[src/rtl/ifu_axi_fetch.sv]
// rtl/ifu_axi_fetch.sv - instruction fetch unit: owns the PC, fetches over single-beat AXI4 read
module ifu_axi_fetch #(
    parameter logic [31:0] RESET_PC = 32'h2000_0000,
    parameter logic [3:0]  FETCH_ID = 4'h0
) (
    input  logic        clock,
    input  logic        reset,
    input  logic        io_master_arready,
    output logic        io_master_arvalid,
    output logic [31:0] io_master_araddr,
    output logic [3:0]  io_master_arid,
    output logic [7:0]  io_master_arlen,
    output logic [2:0]  io_master_arsize,
    output logic [1:0]  io_master_arburst,
    input  logic        io_master_rvalid,
    output logic        io_master_rready,
    input  logic [31:0] io_master_rdata,
    input  logic [1:0]  io_master_rresp,
    input  logic        io_master_rlast,
    input  logic [3:0]  io_master_rid,
    output logic        inst_valid,
    input  logic        inst_ready,
    output logic [31:0] inst,
    output logic [31:0] inst_pc,
    output logic        inst_fault,
    input  logic [31:0] next_pc,
    output logic [31:0] perf_fetch_cnt
);

    typedef enum logic [1:0] {IDLE, ADDR, DATA, HOLD} state_t;

    state_t      state_q, state_d;
    logic [31:0] pc;
    logic        ar_hs, r_hs, commit, r_bad;

    assign ar_hs  = (state_q == ADDR) && io_master_arready;
    assign r_hs   = (state_q == DATA) && io_master_rvalid;
    assign commit = (state_q == HOLD) && inst_ready;
    assign r_bad  = (io_master_rresp != 2'b00) || (io_master_rid != FETCH_ID) || !io_master_rlast;

    always_ff @(posedge clock or negedge reset) begin
        if (!reset) state_q <= IDLE;
        else        state_q <= state_d;
    end

    always_comb begin
        state_d = state_q;
        case (state_q)
            IDLE: state_d = (pc[1:0] != 2'b00) ? HOLD : ADDR;
            ADDR: if (ar_hs) state_d = DATA;
            DATA: if (r_hs) state_d = HOLD;
            HOLD: if (commit) state_d = (next_pc[1:0] != 2'b00) ? HOLD : ADDR;
            default: state_d = IDLE;
        endcase
    end

    always_comb begin
        io_master_arvalid = (state_q == ADDR);
        io_master_rready  = (state_q == DATA);
        inst_valid        = (state_q == HOLD);
        io_master_araddr  = pc;
        io_master_arid    = FETCH_ID;
        io_master_arlen   = 8'd0;
        io_master_arsize  = 3'b010;
        io_master_arburst = 2'b01;
    end

    // Misaligned PCs bypass the bus and become a fault entry directly in HOLD.
    always_ff @(posedge clock or negedge reset) begin
        if (!reset) begin
            pc         <= RESET_PC;
            inst       <= 32'h0;
            inst_pc    <= RESET_PC;
            inst_fault <= 1'b0;
        end else begin
            if (state_q == IDLE && pc[1:0] != 2'b00) begin
                inst       <= 32'h0;
                inst_pc    <= pc;
                inst_fault <= 1'b1;
            end
            if (r_hs) begin
                inst       <= io_master_rdata;
                inst_pc    <= pc;
                inst_fault <= r_bad;
            end
            if (commit) begin
                pc <= next_pc;
                if (next_pc[1:0] != 2'b00) begin
                    inst       <= 32'h0;
                    inst_pc    <= next_pc;
                    inst_fault <= 1'b1;
                end
            end
        end
    end

    always_ff @(posedge clock or negedge reset) begin
        if (!reset)      perf_fetch_cnt <= 32'h0;
        else if (commit) perf_fetch_cnt <= perf_fetch_cnt + 32'd1;
    end

endmodule

[config.mk]
export PLATFORM = sky130hd
export DESIGN_NAME = ifu_axi_fetch
export DESIGN_NICKNAME = d
export VERILOG_FILES = /design/src/rtl/ifu_axi_fetch.sv
export SDC_FILE = /design/constraint.sdc
export NUM_CORES = 1
export LEC_CHECK = 0
export CAP_MARGIN = 40
export CELL_PAD_IN_SITES_DETAIL_PLACEMENT = 1
export CELL_PAD_IN_SITES_GLOBAL_PLACEMENT = 1
export CORE_UTILIZATION = 46
export CTS_CLUSTER_DIAMETER = 150
export DETAILED_ROUTE_END_ITERATION = 16
export DONT_BUFFER_PORTS = 1
export PLACE_DENSITY_LB_ADDON = 0.1
export SLEW_MARGIN = 0
export SYNTH_ARGS = -nofsm -noshare
export SYNTH_HDL_FRONTEND = slang
export SYNTH_SLANG_ARGS = --single-unit
[constraint.sdc]
create_clock -name clock -period 1.75 [get_ports clock]
set_input_delay 0.175 -clock clock [delete_from_list [all_inputs] [get_ports clock]]
set_output_delay 0.175 -clock clock [all_outputs]
set_load 0.02 [all_outputs]
Yosys cells after proc, flatten, opt, wreduce, memory -nomap -nowiden
Index checks and enable logic that the tools add are counted.
{"block": "op_classes", "addsub": 1, "n_eq_ne": 6, "n_mux": 18, "reduce_logical": 13}
{"operator": "two-way mux 32 bit", "n": 8}
{"operator": "adder 32 x 1 -> 32 bit (second input constant)", "n": 1}
{"operator": "two-way mux 2 bit", "n": 5}
{"operator": "case mux 2 bit (4 select lines)", "n": 1}
{"operator": "!= test 2 x 1 -> 1 bit (second input constant)", "n": 3}
{"operator": "nonzero test 2 bit", "n": 3}
{"operator": "== test 2 bit (second input constant)", "n": 2}
{"operator": "logical AND 1 bit", "n": 4}
{"operator": "two-way mux 1 bit", "n": 4}
{"operator": "nonzero test 4 bit", "n": 1}
{"operator": "AND reduction 3 bit", "n": 1}
{"operator": "== test 2 x 1 -> 1 bit (second input constant)", "n": 1}
{"operator": "zero test 2 bit", "n": 1}
{"operator": "logical OR 1 bit", "n": 2}
{"operator": "zero test 1 bit", "n": 1}
{"block": "totals", "regBits": 131, "input_bits": 76, "output_inout_bits": 149, "word_cells": 44}

Logic depth before layout (Yosys ltp)
Gate-level depths: netlist (run 1).
{"block": "depth", "ltp_word": 6, "depth_mapped": 7, "ltp_nobuf": 5}

Least setup slack after synthesis (run 1)
No wires, ideal clock.
{"block": "synth_timing", "path_type": "reg2reg", "startpoint": "reg pc[0], in the netlist io_master_araddr[0]", "endpoint": "reg inst_pc[0]", "setup_ns": 0.121, "arrival_ns": 1.534, "t_required_ns": 1.629, "setup_slack_ns": 0.095, "path_stages_with_launch": 6, "n_path_buf": 1, "period_less_slack_ns": 1.655, "path_cell_list": "dfrtp_1 > nor3_1 > or3_1 > buf_6 > mux2_4 > a22o_1"}
{"block": "synth_via", "elab_chain_len": 6}
{"element": "from (decl)", "line": "33", "text": "logic [31:0] pc;"}
{"element": "from (signal assigned)", "line": "87", "text": "pc <= next_pc;"}
{"element": "nonzero test 2 bit", "line": "76", "text": "if (state_q == IDLE && pc[1:0] != 2'b00) begin"}
{"element": "logical AND 1 bit", "line": "76"}
{"element": "two-way mux 32 bit", "line": "76"}
{"element": "two-way mux 32 bit (*)", "line": "81", "text": "if (r_hs) begin"}
{"element": "two-way mux 32 bit", "line": "88", "text": "if (next_pc[1:0] != 2'b00) begin"}
{"element": "two-way mux 32 bit (*)", "line": "86", "text": "if (commit) begin"}
{"element": "to (signal assigned)", "line": "78", "text": "inst_pc <= pc;"}
{"element": "to (signal assigned)", "line": "83", "text": "inst_pc <= pc;"}
{"element": "to (signal assigned)", "line": "90", "text": "inst_pc <= next_pc;"}
{"element": "to (decl)", "line": "24", "text": "output logic [31:0] inst_pc,"}
Every way passes the cells marked *; elsewhere a longest branch is shown, timed or not.
A chain may end at the register's enable or synchronous reset.

Worst setup path after layout (run 1)
{"block": "layout_timing", "startpoint": "reg perf_fetch_cnt[1]", "endpoint": "reg perf_fetch_cnt[20]"}
{"block": "layout_via", "elab_chain_len": 1}
{"element": "from (decl)", "line": "27", "text": "output logic [31:0] perf_fetch_cnt"}
{"element": "from (signal assigned)", "line": "99", "text": "else if (commit) perf_fetch_cnt <= perf_fetch_cnt + 32'd1;"}
{"element": "adder 32 x 1 -> 32 bit", "line": "99"}
Every way passes these cells.

==> results by group, run 1 <==
Clocking
  • Number of buffers inserted for hold repair after clock tree synthesis: 66
  • TritonCTS clock tree: yes
  • Count of clock tree sinks: 131
  • Number of clock buffers inserted by TritonCTS: 17
  • Buffer cell driving the clock tree root: sky130_fd_sc_hd__clkbuf_16
  • Clock insertion delay at the later pin of the skew report: 0.42 ns
  • H-tree depth: 4
  • Worst-case clock buffer depth: 2
  • Clk pin slew, worst setup/hold paths: 0.06 ns

STA
  • Top achievable clock speed: 607.8 MHz
  • Max-slew violation count: 0
  • Relative slew margins: 58.08%
  • Post-route clock skew: 0.006150 ns
  • Final Hold Slack: -0.5550 ns
  • Min cycle time layout: 1.645 ns
  • Final setup violating endpoints: 0
  • Post-route setup TNS: 0 ns
  • Final Hold Fails: 131
  • Worst-margin pin slew: 0.6276 ns
  • Final clock period utilization by the worst path: 94.01%
  • Final Worst Setup Slack: 0.1048 ns

Synthesis
  • Dominant combinational cell family by area after synthesis: simple AND/OR/NAND/NOR gates
  • Commonest register cell after synthesis: sky130_fd_sc_hd__dfrtp_1
  • Cell area after synthesis: 5670 um^2
  • Post-synthesis compound-gate area fraction: 8.341%
  • Area leader, netlist: sky130_fd_sc_hd__dfrtp_1
  • Post-synthesis mux area share: 0.5296%
  • Synth Area in XOR/XNOR: 4.788%
  • Sequential cell area fraction in the yosys report: 57.86%
  • Synthesis-stage register bit count: 131
  • Number of enable flip-flop cells after synthesis: 0
  • Cells after synthesis: 589
  • Post-synthesis adder-cell area fraction: 0.2207%
  • Share of synthesized flip-flops with an asynchronous set or reset: 100.0%
  • Number of warnings printed during yosys synthesis: 0
  • Portion of synthesized cell area occupied by the leading cell type: 56.93%
  • Cell types with the largest area share after synthesis: sky130_fd_sc_hd__dfrtp_1, sky130_fd_sc_hd__nand2_1, sky130_fd_sc_hd__nor2_1
  • Average cell area after synthesis: 9.627 um^2
  • Area fraction in and, or, nand and nor cells after synthesis: 22.79%
  • Yosys cell types: 36

Die
  • Die Outline Area: 12,770 um^2
  • Total I/O pin count: 225
  • Initial Utilization: 47.21%
  • Area of the core: 12,010 um^2
  • Die height: 113.0 um
  • Std cell rows: 40
  • Die Width: 113.0 um

Route
  • Antenna violation net count after detailed routing: 0
  • Vias per inst: 5.532
  • Starting DRT DRC Count: 291
  • Routed wire length: 17.29 mm
  • Number of design rule violations left after detail routing: 0
  • Routed WL per cell: 20.34 um
  • Via count: 4,702
  • Initial DRT Pass Iterations: 4

Critical path
  • Crit Path Max Fanout: 8
  • Reg-to-reg slack, setup: 0.10 ns
  • Crit path DAT: 1.94 ns
  • Kind of launch point of the worst setup path: flip-flop
  • Category of the worst setup path capture point: flip-flop
  • Data required time of the critical path: 2.05 ns
  • Classification of the worst setup path: flip-flop to flip-flop

Power and ir drop
  • Clk pwr share: 38.4%
  • Part of the power in combinational logic: 16.2%
  • Sequential power share: 45.4%
  • PnR Total Power: 10.53 mW
  • Worst vdd rail ir drop: 0.7374 mV
  • Static Leakage: 3.524 nW
  • Switching power share of the total: 32.97%
  • Pwr per Cell Area: 1422 nW/um^2
  • Internal power consumption: 7.057 mW
  • Reported net switching power: 3.471 mW

Finish
  • Number of nets in the finished design: 766
  • Core occupancy in the finished layout: 61.65%
  • Fraction of layout cells with a size suffix above 1: 13.68%
  • Area growth from synthesis to final layout: 30.58%

Placement
  • Port buffer count: 0
  • Worst setup timing slack at the placement stage: 0.01436 ns
  • Final weighted congestion of routability-driven global placement: 0.7601
  • HPWL Detailed: 10.61 mm

Run
  • Max-cap violations: 0

Status
  • Result of the run: complete, but fails checks
  • Violated checks: negative hold slack

Global routing
  • First-pass GRT wire length: 27.07 mm
  • Maximum number of pins on one net before global-route repair: 132
  • Number of global-route vias before repair: 5,194
  • Antenna violations before repair: 1
  • GRT Total Usage: 27.76%
  • Grt total ovfl: 0

Min path
  • Class of the worst hold path: input port to asynchronous set/reset pin
==> state kept, by name, summed over array words and instances, names as in the netlist <==
name	count
io_master_araddr	32
perf_fetch_cnt	32
inst_pc	32
inst_fault	1
state_q	2
inst	32
==> cells in the mapped netlist (2+ instances only) <==
cell type,count
sky130_fd_sc_hd__a21oi_1,2
sky130_fd_sc_hd__a22o_1,2
sky130_fd_sc_hd__a22oi_1,33
sky130_fd_sc_hd__a31oi_1,30
sky130_fd_sc_hd__and3_1,6
sky130_fd_sc_hd__buf_1,5
sky130_fd_sc_hd__buf_2,14
sky130_fd_sc_hd__buf_4,17
sky130_fd_sc_hd__buf_6,2
sky130_fd_sc_hd__clkbuf_1,12
sky130_fd_sc_hd__conb_1,2
sky130_fd_sc_hd__dfrtp_1,129
sky130_fd_sc_hd__dfstp_2,2
sky130_fd_sc_hd__inv_1,5
sky130_fd_sc_hd__mux2_4,2
sky130_fd_sc_hd__nand2_1,171
sky130_fd_sc_hd__nand3_1,13
sky130_fd_sc_hd__nand4_1,13
sky130_fd_sc_hd__nand4_2,2
sky130_fd_sc_hd__nor2_1,72
sky130_fd_sc_hd__nor2b_1,2
sky130_fd_sc_hd__nor3_1,8
sky130_fd_sc_hd__nor4_1,2
sky130_fd_sc_hd__nor4_4,2
sky130_fd_sc_hd__xnor2_1,27
sky130_fd_sc_hd__xor2_1,4
==> final timing paths <==
path                                      start                    to  cells past startpoint
max                           perf_fetch_cnt[1]    perf_fetch_cnt[20]                      6
min                                       reset               inst[7]                      0
max reg2reg                   perf_fetch_cnt[1]    perf_fetch_cnt[20]                      6
min reg2reg                io_master_araddr[29]  io_master_araddr[29]                      2
max in group asynchronous                 reset           inst_pc[29]                      0
min in group clock            io_master_arready            state_q[1]                      4
==> routing by layer <==
metal / global-route usage [%] / routed length, um
met3: 10.39 / 1325
met4: 12.63 / 467
met2: 47.73 / 8823
met1: 30.57 / 6670
met5: 0 / 0
==> power by group through the flow <==
stage	Sequential, mW	Clock (mW)	Combinational (mW)
3_5_place_dp	4.81	0	1.55
3_3_place_gp	4.80	0	1.46
6_report	4.78	4.04	1.71
4_1_cts	4.78	4.09	1.69
2_1_floorplan	4.76	0	0.988
5_1_grt	4.84	4.20	1.90
==> area by class of cell <==
class	count	area, um^2
clock buffers	22	464.2
multi-input cells	418	2180
fillers	1314	4607
diodes	1	2.502
repair buffers	116	1072
inverters	5	18.77
well taps	147	183.9
flip-flops and latches	131	3281
clock inverters	10	202.7
==> cell families (layout without fill, tap and decap cells) <==
| kind of cell | Yosys count | in the layout |
|---|---|---|
| muxes | 2 | 2 |
| xor gates and xnor gates | 31 | 31 |
| DFF | 131 | 131 |
| adders and majority gates | 1 | 1 |
| buffers and inverters | 55 | 153 |
| other | 2 | 18 |
| and+or+nand+nor | 298 | 298 |
| AOI/OAI and AO/OA | 69 | 69 |
==> metrics by stage <==
step	area (um^2)	std cells
after global placement	6045	750
final	7405	850
after detailed placement	6045	750
after floorplan	5727	604
after CTS	7372	848
after global routing	7405	850
==> critical path: stages, from the launching register on <==
cell and delay [ns]:
sky130_fd_sc_hd__dfrtp_1 0.40, sky130_fd_sc_hd__ha_2 0.20, sky130_fd_sc_hd__nand4_1 0.23, sky130_fd_sc_hd__nor4_4 0.24, sky130_fd_sc_hd__buf_6 0.18, sky130_fd_sc_hd__nand3_1 0.12, sky130_fd_sc_hd__xnor2_1 0.15
==> placed cells by master (no fill, tap or decap), types with 3 or more instances in the layout <==
cell type,count
sky130_fd_sc_hd__clkinv_2,3
sky130_fd_sc_hd__buf_4,45
sky130_fd_sc_hd__nand3_1,12
sky130_fd_sc_hd__clkbuf_16,17
sky130_fd_sc_hd__and3_1,6
sky130_fd_sc_hd__a31oi_1,30
sky130_fd_sc_hd__nor2_1,71
sky130_fd_sc_hd__xor2_1,4
sky130_fd_sc_hd__clkbuf_1,3
sky130_fd_sc_hd__nand2_1,171
sky130_fd_sc_hd__bufinv_16,6
sky130_fd_sc_hd__nand4_1,13
sky130_fd_sc_hd__buf_6,3
sky130_fd_sc_hd__dfrtp_1,129
sky130_fd_sc_hd__conb_1,17
sky130_fd_sc_hd__nor3_1,6
sky130_fd_sc_hd__inv_1,5
sky130_fd_sc_hd__dlygate4sd3_1,66
sky130_fd_sc_hd__a22oi_1,33
sky130_fd_sc_hd__xnor2_1,27
==> what timing repair did <==
item	4_1_cts	5_1_grt
endpoints found under the setup margin	0	44
hold endpoints to repair	229	131
gates resized for setup	0	6
buffers inserted	0	1
Note: power is estimated with default switching activity, not from simulation.
==> run 2, diff against run 1 <==
--- a/config.mk
+++ b/config.mk
@@ -5,6 +5,7 @@
 export SDC_FILE = /design/constraint.sdc
 export NUM_CORES = 1
 export LEC_CHECK = 0
+export ABC_AREA = 1
 export CAP_MARGIN = 40
 export CELL_PAD_IN_SITES_DETAIL_PLACEMENT = 1
 export CELL_PAD_IN_SITES_GLOBAL_PLACEMENT = 1
==> results by group, run 2 <==
Global routing
  • Number of global-route vias before repair: 5,662 (+9.0%)
  • GRT Total Usage: 27.73% (-0.034 points)
  • First-pass GRT wire length: 30.10 mm (+11%)
  • Maximum number of pins on one net before global-route repair: 132 (unchanged)
  • Grt total ovfl: 0 (unchanged)
  • Antenna violations before repair: 0 (-1)

Synthesis
  • Synthesis-stage register bit count: 131 (unchanged)
  • Number of enable flip-flop cells after synthesis: 0 (unchanged)
  • Most common library cells after synthesis: sky130_fd_sc_hd__nand2_1, sky130_fd_sc_hd__dfrtp_1, sky130_fd_sc_hd__inv_1, sky130_fd_sc_hd__a21oi_1, sky130_fd_sc_hd__nand3_1
  • Average cell area after synthesis: 8.975 um^2 (-6.8%)
  • Area leader, netlist: sky130_fd_sc_hd__dfrtp_1
  • Yosys cell types: 35 (-2.8%)
  • Share of synthesized flip-flops with an asynchronous set or reset: 100.0% (unchanged)
  • Number of warnings printed during yosys synthesis: 0 (unchanged)
  • Most frequent cell after synthesis: sky130_fd_sc_hd__nand2_1
  • Portion of synthesized cell area occupied by the leading cell type: 51.90% (-5.0 points)
  • Cells after synthesis: 693 (+18%)
  • Cell types with the largest area share after synthesis: sky130_fd_sc_hd__dfrtp_1, sky130_fd_sc_hd__nand2_1, sky130_fd_sc_hd__a21oi_1
  • Commonest register cell after synthesis: sky130_fd_sc_hd__dfrtp_1
  • Sequential cell area fraction in the yosys report: 52.75% (-5.1 points)
  • Cell area after synthesis: 6220 um^2 (+9.7%)

STA
  • Post-route clock skew: 0.008089 ns (+0.001938 ns)
  • Top achievable clock speed: 614.9 MHz (+1.2%)
  • Post-route setup TNS: 0 ns (unchanged)
  • Relative slew margins: 62.78% (+4.7 points)
  • Setup repair after global routing missed its margin: false
  • Final setup violating endpoints: 0 (unchanged)
  • Final clock period utilization by the worst path: 92.94% (-1.1 points)
  • Min cycle time layout: 1.626 ns (-0.01877 ns)
  • Worst-margin pin slew: 0.5583 ns (-0.06928 ns)
  • Max-slew violation count: 0 (unchanged)
  • Final Hold Slack: -0.5553 ns (-0.0003120 ns)
  • Final Hold Fails: 131 (unchanged)

Die
  • Die height: 118.3 um (+4.6%)
  • Total I/O pin count: 225 (unchanged)
  • Die Width: 118.3 um (+4.6%)
  • Area of the core: 13,190 um^2 (+9.8%)
  • Std cell rows: 42 (+5.0%)
  • Initial Utilization: 47.15% (-0.054 points)
  • Die Outline Area: 13,990 um^2 (+9.5%)

Status
  • Result of the run: complete, but fails checks
  • Violated checks: negative hold slack

Route
  • Antenna violation net count after detailed routing: 0 (unchanged)
  • Initial DRT Pass Iterations: 4 (unchanged)
  • Number of design rule violations left after detail routing: 0 (unchanged)
  • M1 WL: 7.010 mm (+5.1%)
  • Routed WL per cell: 19.24 um (-5.4%)
  • Via count: 5,263 (+12%)
  • DR top layer: met4
  • Routed wire length: 18.70 mm (+8.2%)
  • Detail Route met2 WL: 9.686 mm (+9.8%)
  • Starting DRT DRC Count: 212 (-27%)
  • Length of routed met3 wiring: 1.392 mm (+5.1%)
  • Vias per inst: 5.415 (-2.1%)

Critical path
  • Data required time of the critical path: 2.08 ns (+0.03 ns)
  • Category of the worst setup path capture point: flip-flop
  • Cell count along the critical path: 8 (+2)
  • Classification of the worst setup path: flip-flop to flip-flop
  • Crit path DAT: 1.95 ns (about the same)
  • Slowest cell on crit path: sky130_fd_sc_hd__dfrtp_1
  • Crit Path Max Fanout: 64 (+56)
  • Count of buffer and inverter cells on the critical path: 3 (+2)
  • Kind of launch point of the worst setup path: flip-flop
  • Depth of the worst register-to-register path: 8 (+2)
  • Critical Path, Cell by Cell: inv_1 > nor2_4 > nand2_1 > nand2_2 > inv_2 > buf_12 > nand2_1 > a22oi_1
  • Critical Path Most Common Cell: sky130_fd_sc_hd__nand2_1
  • Critical path's largest stage delay: 0.43 ns (+0.03 ns)
  • Family with the most delay on the worst path: buffers and inverters

Clocking
  • TritonCTS clock tree: yes
  • Number of buffers inserted for hold repair after clock tree synthesis: 67 (+1.5%)
  • Clock insertion delay at the later pin of the skew report: 0.43 ns (about the same)
  • H-tree depth: 4 (unchanged)
  • Buffer cell driving the clock tree root: sky130_fd_sc_hd__clkbuf_16
  • Clk pin slew, worst setup/hold paths: 0.06 ns (about the same)
  • Worst-case clock buffer depth: 2 (unchanged)
  • Post CTS Setup Buffer Count: 0 (unchanged)
  • Number of clock buffers inserted by TritonCTS: 17 (unchanged)
  • Count of clock tree sinks: 131 (unchanged)

Placement
  • HPWL Detailed: 11.79 mm (+11%)
  • Final weighted congestion of routability-driven global placement: 0.8510 (+12%)
  • Port buffer count: 0 (unchanged)
  • Placed instance count: 873 (+16%)

Power and ir drop
  • Pwr per Cell Area: 1688 nW/um^2 (+19%)
  • Worst vdd rail ir drop: 0.9635 mV (+31%)
  • Static Leakage: 3.791 nW (+7.6%)

Finish
  • Number of nets in the finished design: 860 (+12%)
  • Non-filler instance count after layout: 972 (+14%)
  • Fraction of layout cells with a size suffix above 1: 14.82% (+1.1 points)
  • Highest-count cells in the layout ignoring fill and taps: sky130_fd_sc_hd__nand2_1, sky130_fd_sc_hd__dfrtp_1, sky130_fd_sc_hd__dlygate4sd3_1
  • Area growth from synthesis to final layout: 26.80%
  • Most common cell after layout, fill and taps aside: sky130_fd_sc_hd__nand2_1
  • Number of antenna cells inserted: 0 (-1)

Run
  • Max-cap violations: 0 (unchanged)

Min path
  • Class of the worst hold path: input port to asynchronous set/reset pin
## run 2: changes by cell type after synthesis, moves of 30 or more
cell / before / now
sky130_fd_sc_hd__a21oi_1: 2 / 62
sky130_fd_sc_hd__a31oi_1: 30 / 0
sky130_fd_sc_hd__inv_1: 5 / 65
sky130_fd_sc_hd__nand3_1: 13 / 54
sky130_fd_sc_hd__nor2_1: 72 / 35
sky130_fd_sc_hd__o21ai_0: 1 / 38
## run 2: cell type report
type                       count  area, um^2
clock inverter                13       227.7
multi-input combinational    459        2439
clock buffer                  19       452.9
fill                        1471        5304
timing repair buffer         106        1011
inverter                      68       255.2
sequential                   131        3281
tap                          176       220.2
## run 2: worst paths after layout
path | from | to | slack (ns)
max reg2reg | state_q[1] | inst_pc[23] | 0.12
max in group asynchronous | reset | inst_pc[29] | 2.12
max | state_q[1] | inst_pc[23] | 0.12
min reg2reg | perf_fetch_cnt[21] | perf_fetch_cnt[21] | 0.52
min | reset | io_master_araddr[30] | -0.56
min in group clock | io_master_arready | state_q[1] | 0.02
## run 2: repair_timing
action,in CTS,in global routing
resized for setup,0,1
endpoints found under the hold margin,228,131
setup endpoints to repair,0,1
## run 2: routing by layer
layer | vias to the layer above | global-route usage, %
met5 | - | 0
met4 | 0 | 13.54
met3 | 47 | 9.363
met2 | 186 | 48.86
met1 | 2624 | 29.57
li1 | 2406 | -
## run 2: through the flow
step                      setup WS [ns]  instance area, um^2  util, %  total power, mW
after floorplan                  0.3168                 6276        -            8.132
after global placement           0.2463                 6520    49.43            8.813
after detailed placement         0.1638                 6520    49.43            9.052
after CTS                       0.07058                 7881    59.75            13.36
after global routing           0.002730                 7886    59.79            13.97
final                            0.1236                 7886    59.79            13.31
## run 2: cells by family (layout without fill, tap and decap cells)
family	after synthesis	after routing	share of synthesized area, %
AO/OA/AOI/OAI	134	134	13.70
other	2	17	0.1207
flip-flops	131	131	52.75
buffers and inverters	118	206	9.032
AND/OR/NAND/NOR	287	287	21.26
XOR/XNOR	20	20	2.937
adder cells (fa/ha/maj)	1	1	0.2011
## run 2: worst register-to-register path: stages, from the launching register on
cell,delay (ns)
sky130_fd_sc_hd__dfrtp_1,0.43
sky130_fd_sc_hd__inv_1,0.14
sky130_fd_sc_hd__nor2_4,0.04
sky130_fd_sc_hd__nand2_1,0.12
sky130_fd_sc_hd__nand2_2,0.10
sky130_fd_sc_hd__inv_2,0.08
sky130_fd_sc_hd__buf_12,0.26
sky130_fd_sc_hd__nand2_1,0.17
sky130_fd_sc_hd__a22oi_1,0.20
## run 2: report_power, final
part           internal (mW)  switching (mW)
sequential              4.05            2.11
combinational           1.15            1.90
clock                   2.74            1.37
